===== src/rtl/fc_pkg.sv =====
// fc_pkg: shared FSM state type and width constants for the fully-connected layer controller
package fc_pkg;
    localparam int FC_DATA_WIDTH = 16;
    localparam int FC_ACC_FACTOR = 4;
    localparam int FC_ACC_WIDTH  = FC_ACC_FACTOR * FC_DATA_WIDTH;
    typedef enum logic [2:0] {S_IDLE, S_RUN, S_FEED, S_DRAIN, S_DONE} fc_state_t;
    // Address width for a memory of n entries; a single-entry memory still gets one bit
    function automatic int fc_addr_w(input int n);
        return (n > 1) ? $clog2(n) : 1;
    endfunction
endpackage


===== src/rtl/fc_addr_gen.sv =====
// fc_addr_gen: neuron/input counters and node, weight and bias read addresses
module fc_addr_gen import fc_pkg::*; #(
    parameter int IN_NODE  = 8,
    parameter int OUT_NODE = 4
) (
    input  logic                                   clk,
    input  logic                                   reset_n,
    input  logic                                   clr_i,
    input  logic                                   inc_i,
    input  logic                                   clr_j,
    input  logic                                   inc_j,
    output logic [fc_addr_w(IN_NODE)-1:0]          node_addr,
    output logic [fc_addr_w(IN_NODE*OUT_NODE)-1:0] wegt_addr,
    output logic [fc_addr_w(OUT_NODE)-1:0]         bias_addr,
    output logic                                   last_i,
    output logic                                   last_j
);
    localparam int NAW = fc_addr_w(IN_NODE);
    localparam int WAW = fc_addr_w(IN_NODE * OUT_NODE);
    localparam int BAW = fc_addr_w(OUT_NODE);
    logic [BAW-1:0] i;
    logic [NAW-1:0] j;
    // i walks neurons across a layer, j walks inputs within a neuron; both hold at their bound
    always_ff @(posedge clk or negedge reset_n) begin
        if (!reset_n) begin
            i <= '0;
            j <= '0;
        end else begin
            i <= clr_i ? '0 : (inc_i && !last_i) ? i + 1'b1 : i;
            j <= clr_j ? '0 : (inc_j && !last_j) ? j + 1'b1 : j;
        end
    end
    assign last_i    = i == BAW'(OUT_NODE - 1);
    assign last_j    = j == NAW'(IN_NODE - 1);
    assign node_addr = j;
    assign bias_addr = i;
    assign wegt_addr = WAW'(i) * WAW'(IN_NODE) + WAW'(j);
endmodule


===== src/rtl/fully_connected_ctrl.sv =====
// fully_connected_ctrl: streams node/weight/bias reads into a MAC core one neuron at a time
module fully_connected_ctrl import fc_pkg::*; #(
    parameter int IN_DATA_WIDTH = FC_DATA_WIDTH,
    parameter int IN_NODE       = 8,
    parameter int OUT_NODE      = 4
) (
    input  logic                                     clk,
    input  logic                                     reset_n,
    input  logic                                     i_start,
    output logic                                     o_busy,
    output logic                                     o_done,
    output logic                                     o_node_rd_en,
    output logic [fc_addr_w(IN_NODE)-1:0]            o_node_addr,
    input  logic [IN_DATA_WIDTH-1:0]                 i_node_rdata,
    output logic                                     o_wegt_rd_en,
    output logic [fc_addr_w(IN_NODE*OUT_NODE)-1:0]   o_wegt_addr,
    input  logic [IN_DATA_WIDTH-1:0]                 i_wegt_rdata,
    output logic                                     o_bias_rd_en,
    output logic [fc_addr_w(OUT_NODE)-1:0]           o_bias_addr,
    input  logic [IN_DATA_WIDTH-1:0]                 i_bias_rdata,
    output logic                                     o_core_run,
    output logic                                     o_core_valid,
    output logic [IN_DATA_WIDTH-1:0]                 o_core_node,
    output logic [IN_DATA_WIDTH-1:0]                 o_core_wegt,
    output logic [IN_DATA_WIDTH-1:0]                 o_core_bias,
    input  logic                                     i_core_valid,
    input  logic [FC_ACC_FACTOR*IN_DATA_WIDTH-1:0]   i_core_result,
    output logic                                     o_res_valid,
    output logic [fc_addr_w(OUT_NODE)-1:0]           o_res_idx,
    output logic [FC_ACC_FACTOR*IN_DATA_WIDTH-1:0]   o_res_data,
    output logic                                     o_err
);
    fc_state_t state;
    logic      last_i, last_j, bias_sel, last_d1, last_d2, accept, capture;
    assign accept  = state == S_IDLE && i_start;
    assign capture = state == S_DRAIN && last_d2;
    fc_addr_gen #(
        .IN_NODE  (IN_NODE),
        .OUT_NODE (OUT_NODE)
    ) u_addr_gen (
        .clk       (clk),
        .reset_n   (reset_n),
        .clr_i     (accept),
        .inc_i     (capture),
        .clr_j     (state == S_RUN),
        .inc_j     (state == S_FEED),
        .node_addr (o_node_addr),
        .wegt_addr (o_wegt_addr),
        .bias_addr (o_bias_addr),
        .last_i    (last_i),
        .last_j    (last_j)
    );
    // Layer sequencer: state plus every registered control and result output
    always_ff @(posedge clk or negedge reset_n) begin
        if (!reset_n) begin
            state        <= S_IDLE;
            o_busy       <= 1'b0;
            o_done       <= 1'b0;
            o_core_run   <= 1'b0;
            o_node_rd_en <= 1'b0;
            o_wegt_rd_en <= 1'b0;
            o_bias_rd_en <= 1'b0;
            o_res_valid  <= 1'b0;
            o_res_idx    <= '0;
            o_res_data   <= '0;
            o_err        <= 1'b0;
        end else begin
            o_done       <= 1'b0;
            o_core_run   <= 1'b0;
            o_bias_rd_en <= 1'b0;
            o_res_valid  <= 1'b0;
            case (state)
                S_IDLE: if (i_start) begin
                    state      <= S_RUN;
                    o_busy     <= 1'b1;
                    o_core_run <= 1'b1;
                    o_err      <= 1'b0;
                end
                S_RUN: begin
                    state        <= S_FEED;
                    o_node_rd_en <= 1'b1;
                    o_wegt_rd_en <= 1'b1;
                    o_bias_rd_en <= 1'b1;
                end
                S_FEED: if (last_j) begin
                    state        <= S_DRAIN;
                    o_node_rd_en <= 1'b0;
                    o_wegt_rd_en <= 1'b0;
                end
                S_DRAIN: if (last_d2) begin
                    o_res_valid <= 1'b1;
                    o_res_idx   <= o_bias_addr;
                    o_res_data  <= i_core_result;
                    o_err       <= o_err || !i_core_valid;
                    state       <= last_i ? S_DONE : S_RUN;
                    o_done      <= last_i;
                    o_core_run  <= !last_i;
                end
                S_DONE: begin
                    state  <= S_IDLE;
                    o_busy <= 1'b0;
                end
                default: state <= S_IDLE;
            endcase
        end
    end
    // Align beat valid, bias select and last-beat flag with the one-cycle memory and core latency
    always_ff @(posedge clk or negedge reset_n) begin
        if (!reset_n) begin
            o_core_valid <= 1'b0;
            bias_sel     <= 1'b0;
            last_d1      <= 1'b0;
            last_d2      <= 1'b0;
        end else begin
            o_core_valid <= o_node_rd_en;
            bias_sel     <= o_bias_rd_en;
            last_d1      <= o_node_rd_en && last_j;
            last_d2      <= last_d1;
        end
    end
    assign o_core_node = o_core_valid ? i_node_rdata : '0;
    assign o_core_wegt = o_core_valid ? i_wegt_rdata : '0;
    assign o_core_bias = bias_sel ? i_bias_rdata : '0;
endmodule


===== config.mk =====
export PLATFORM = sky130hd
export DESIGN_NAME = fully_connected_ctrl
export DESIGN_NICKNAME = d
export VERILOG_FILES = /design/src/rtl/fc_pkg.sv /design/src/rtl/fc_addr_gen.sv /design/src/rtl/fully_connected_ctrl.sv
export SDC_FILE = /design/constraint.sdc
export NUM_CORES = 1
export LEC_CHECK = 0
export ABC_CLOCK_PERIOD_IN_PS = 3500
export CAP_MARGIN = 20
export CORE_ASPECT_RATIO = 1.75
export CORE_MARGIN = 1
export CORE_UTILIZATION = 38
export CTS_CLUSTER_SIZE = 14
export DETAILED_ROUTE_END_ITERATION = 10
export PLACE_DENSITY = 0.86
export SYNTH_ARGS = -nofsm -noshare
export SYNTH_HDL_FRONTEND = slang
export SYNTH_SLANG_ARGS = --single-unit

===== constraint.sdc =====
create_clock -name clk -period 3.5 [get_ports clk]
set_input_delay 0.875 -clock clk [delete_from_list [all_inputs] [get_ports clk]]
set_output_delay 0.875 -clock clk [all_outputs]
set_load 0.02 [all_outputs]

# Yosys cells after proc, flatten, opt, wreduce, memory -nomap -nowiden
# Index checks and enable logic that the tools add are counted.
# word_totals
in_bits	116
output_inout_bits	133
word_cells	75
register_bits	85
# op_classes
n_reduce_logical	20
mux	27
n_eq_ne	9
n_addsub	3
# ops
cell	count
2-to-1 mux 16 bit	3
2-to-1 mux 3 bit	6
one-hot mux 3 bit (4 select lines)	1
2-to-1 mux 1 bit	11
nonzero test 2 bit	5
one-hot mux 1 bit (2 select lines)	4
== test 3 x 2 -> 1 bit, second input constant	2
== test 3 bit, second input constant	2
!= test 2 bit, second input constant	3
AND reduction 2 bit	3
AND reduction 3 bit	2
adder 5 x 3 -> 5 bit	1
logical AND 1 bit	5
2-to-1 mux 2 bit	2
adder 3 x 1 -> 3 bit, second input constant	1
== test 3 x 1 -> 1 bit, second input constant	1
logical NOT 1 bit	3
logical NOT 3 bit	1
adder 2 x 1 -> 2 bit, second input constant	1
== test 2 bit, second input constant	1
logical OR 1 bit	1

# Depth between registers and ports, before layout
# depth
ltp_word	5
ltp_mapped	7
ltp_nobuf	5

# Cells and area by module
# A second synthesis with hierarchy kept.
# unflattened
cells_unflattened	260
hier_area_um2	3668.5
# modules_own_cells
module	area_per_inst_um2	n_inst	cells_per_inst
fully_connected_ctrl	3323.2	1	230
fc_addr_gen	345.3	1	30

# Worst setup path before layout
# OpenSTA, ideal clock, no wires.
# synth_timing
path_kind	input -> output
from	input port i_bias_rdata[0]
to	output port o_core_bias[0]
arrival_time_ns	1.091
n_path_buf	0
cell_stages	1
slack_ns	1.534
path_cell_list	and2_1
# synth_between
elab_chain_cells	1
# synth_lines
item	line_no	source
from (decl)	fully_connected_ctrl.sv:20	input logic [IN_DATA_WIDTH-1:0] i_bias_rdata,
2-to-1 mux 16 bit	fully_connected_ctrl.sv:123	assign o_core_bias = bias_sel ? i_bias_rdata : '0;
to (decl)	fully_connected_ctrl.sv:25	output logic [IN_DATA_WIDTH-1:0] o_core_bias,
# Every way passes these cells.

# Worst setup path after layout
# layout_timing
from	input port i_bias_rdata[15]
to	output port o_core_bias[15]
# Same word-level chain as after synthesis.

==> impl_metrics.toml <==
[status]
status = "complete, no violations"

[placed_design]
place_inst = 744
gp_congestion = 0.809
port_buffers = 248
post-dp-hpwl_um = 8690
dpl_worst_slack_ps = 492

[floorplanning]
placeableCoreArea_mm2 = 0.00915
start_util = 0.397
dieArea_mm2 = 0.00997
die_w_um = 75.9
die_height_um = 131
num_rows = 46
ios = 249

[critical_path]
arrival_ps = 2120
worstRegToRegCells = 3
cp_max_fo = 1
crit_chain = "clkdlybuf4s50_1, and2_1, clkdlybuf4s50_1"
cp.required_ps = 2620
critPathMaxStageDelay_ps = 620
cp_common_cell = "clkdlybuf4s50_1"
reg2reg_from = "state[2]$_DFFE_PN0P_"
slowest_stage = "clkdlybuf4s50_1"
path_class = "input port to output port"
rrSetupSlack_ps = 1820
crit_path_start_kind = "input port"
r2r-end = "o_core_run$_DFF_PN0_"
endpoint_kind = "output port"

[grt]
grt_pass1_vias = 3479
grt_overflow = 0
antenna_found_initial = 0
grt.total_usage = 0.231
grt_max_degree = 86
grt_first_pass_wirelength_um = 17900

[synth]
syn-cell-area_mm2 = 0.00363
syn_nets = 522
yosysSeqAreaShare = 0.585
muxShareOfSynthArea = 0
synth.area.top_cells = "dfrtp_1, nand2_1, and2_1"
ys_warn_count = 0
yosysTopAreaCell = "dfrtp_1"
synth_compound_area_frac = 0.0372
synth.top_cell.area_share = 0.585
synth_top_family_by_area = "simple AND/OR/NAND/NOR gates"
synth_cells = 403
yosys_register_bits = 85
syn_avg_cell_area_um2 = 9.02
synth_adder_area_share = 0.0103
post_synth_xor_area_fraction = 0
synthSimpleGateAreaFrac = 0.315
yosysUniqueCellTypes = 27

[sta]
tightest_slew_ps = 757
layout_min_cycle_time_ps = 2990
fin_tns_setup_ps = 0
rsz0062_at_grt = "no"
fin_ws_ps = 506
min_period_over_period = 0.856
fin_skew_ps = 4.36
maxSlewViolCount = 0
max_freq_mhz = 334
setup_violations = 0
final_hold_viol_count = 0
max-slew-margin-rel = 0.495

[cts]
cts_buffer_depth = 2
clkTransAtPathRegs_ps = 60
clock_latency_ps = 330
postCtsSetupBuffers = 0
cts_buffers = 9
htree_levels = 3
cts-root-buf = "clkbuf_16"
cts_resized = 0
cts_tree = "done"
hold_buffers = 0
clock_sinks = 85

[detailed_routing]
ant_nets = 0
via_per_inst = 4.66
first_pass_iters = 4
vias = 3549
drtIter0Drc = 127
drc_errors = 0
wirelength_um = 11500
wl_per_cell_um = 15.2

[final_layout]
layout.nets = 756
stdcell_count = 761
drive_gt1_frac = 0.0343
diodes = 0
final_cell_mix = "clkdlybuf4s50_1, nand2_1, dfrtp_1"
ff_latch_area_mm2 = 0.00213
syn_to_final_growth_pct = 77.4
nFillCells = 683
multi_input_area_mm2 = 0.00132
final_common_cell = "clkdlybuf4s50_1"

[worst_hold_path]
whs_endpoint = "last_d2$_DFF_PN0_"
min-delay-start = "last_d1$_DFF_PN0_"
hold_class = "flop to flop"
hold_depth = 0

[power]
vdd_drop_max_mv = 0.439
power.density_mw_per_mm2 = 489
p_leak_nw = 2.94

[flow_run]
drv_cap = 0
final cells by class:
class / instances / share of cell area
repair buffers: 251 / 0.393
flip-flops and latches: 85 / 0.330
multi-input cells: 286 / 0.205
clock buffers: 12 / 0.0398
well taps: 120 / 0.0233
clock inverters: 3 / 0.00679
inverters: 4 / 0.00233
cell families after synthesis:
family,after synthesis
simple gates,264
flops,85
buf+inv,32
compound gates,19
fa+ha+maj,3
critical path: cells and delay by family:
| family | cells | cell delay, ps |
|---|---|---|
| buffers and inverters | 2 | 1080 |
| AND/OR/NAND/NOR | 1 | 160 |
routing by layer:
metal | vias up | GRT usage | wire (um) | part of all wire
met4 | 0 | 0.122 | 509 | 0.044
met3 | 34 | 0.0472 | 539 | 0.047
met2 | 158 | 0.407 | 6090 | 0.53
li1 | 1701 | - | - | -
met1 | 1656 | 0.258 | 4400 | 0.38
met5 | - | 0 | 0 | 0
metrics by stage:
stage | power, mW | util | cell area (um^2) | hold slack (ps)
after floorplan | 1.68 | - | 3630 | 331
after global placement | 2.18 | 0.666 | 6100 | 344
after detailed placement | 2.22 | 0.666 | 6100 | 344
after CTS | 3.18 | 0.699 | 6400 | 358
after global routing | 3.29 | 0.704 | 6450 | 363
final | 3.15 | 0.704 | 6450 | 354
cells in the mapped netlist, drive strengths merged:
cell	count
or4b	1
and2	50
a221oi	1
a21o	1
o21ai	3
nand2	203
nor3b	2
a21oi	6
o2bb2ai	2
o31ai	2
o211ai	2
dfrtp	85
and2b	1
nand4b	1
nor2	4
ha	3
a22o	1
inv	4
buf	24
clkbuf	4
nor2b	1
nand3	1
a211oi	1
worst max-delay path by stage:
stage                           startpoint              end  cells past startpoint
finish                    i_bias_rdata[15]  o_core_bias[15]                      3
global route        o_core_valid$_DFF_PN0_  o_core_wegt[15]                      2
CTS                       i_bias_rdata[15]  o_core_bias[15]                      3
detailed placement        i_bias_rdata[15]  o_core_bias[15]                      3
global placement          i_wegt_rdata[12]  o_core_wegt[12]                      3
floorplan                  i_bias_rdata[0]   o_core_bias[0]                      1
where the power goes:
part / switching, mW / internal [mW] / total (mW)
clock: 0.357 / 0.589 / 0.946
combinational: 0.451 / 0.496 / 0.948
sequential: 0.119 / 1.14 / 1.26
registers in the layout (all words and copies together) (netlist names), 2 cells and up:
signal	flops
o_res_data	64
state	3
u_addr_gen.node_addr	3
u_addr_gen.bias_addr	2
o_res_idx	2
No activity file was read; power rests on OpenSTA's default activity.
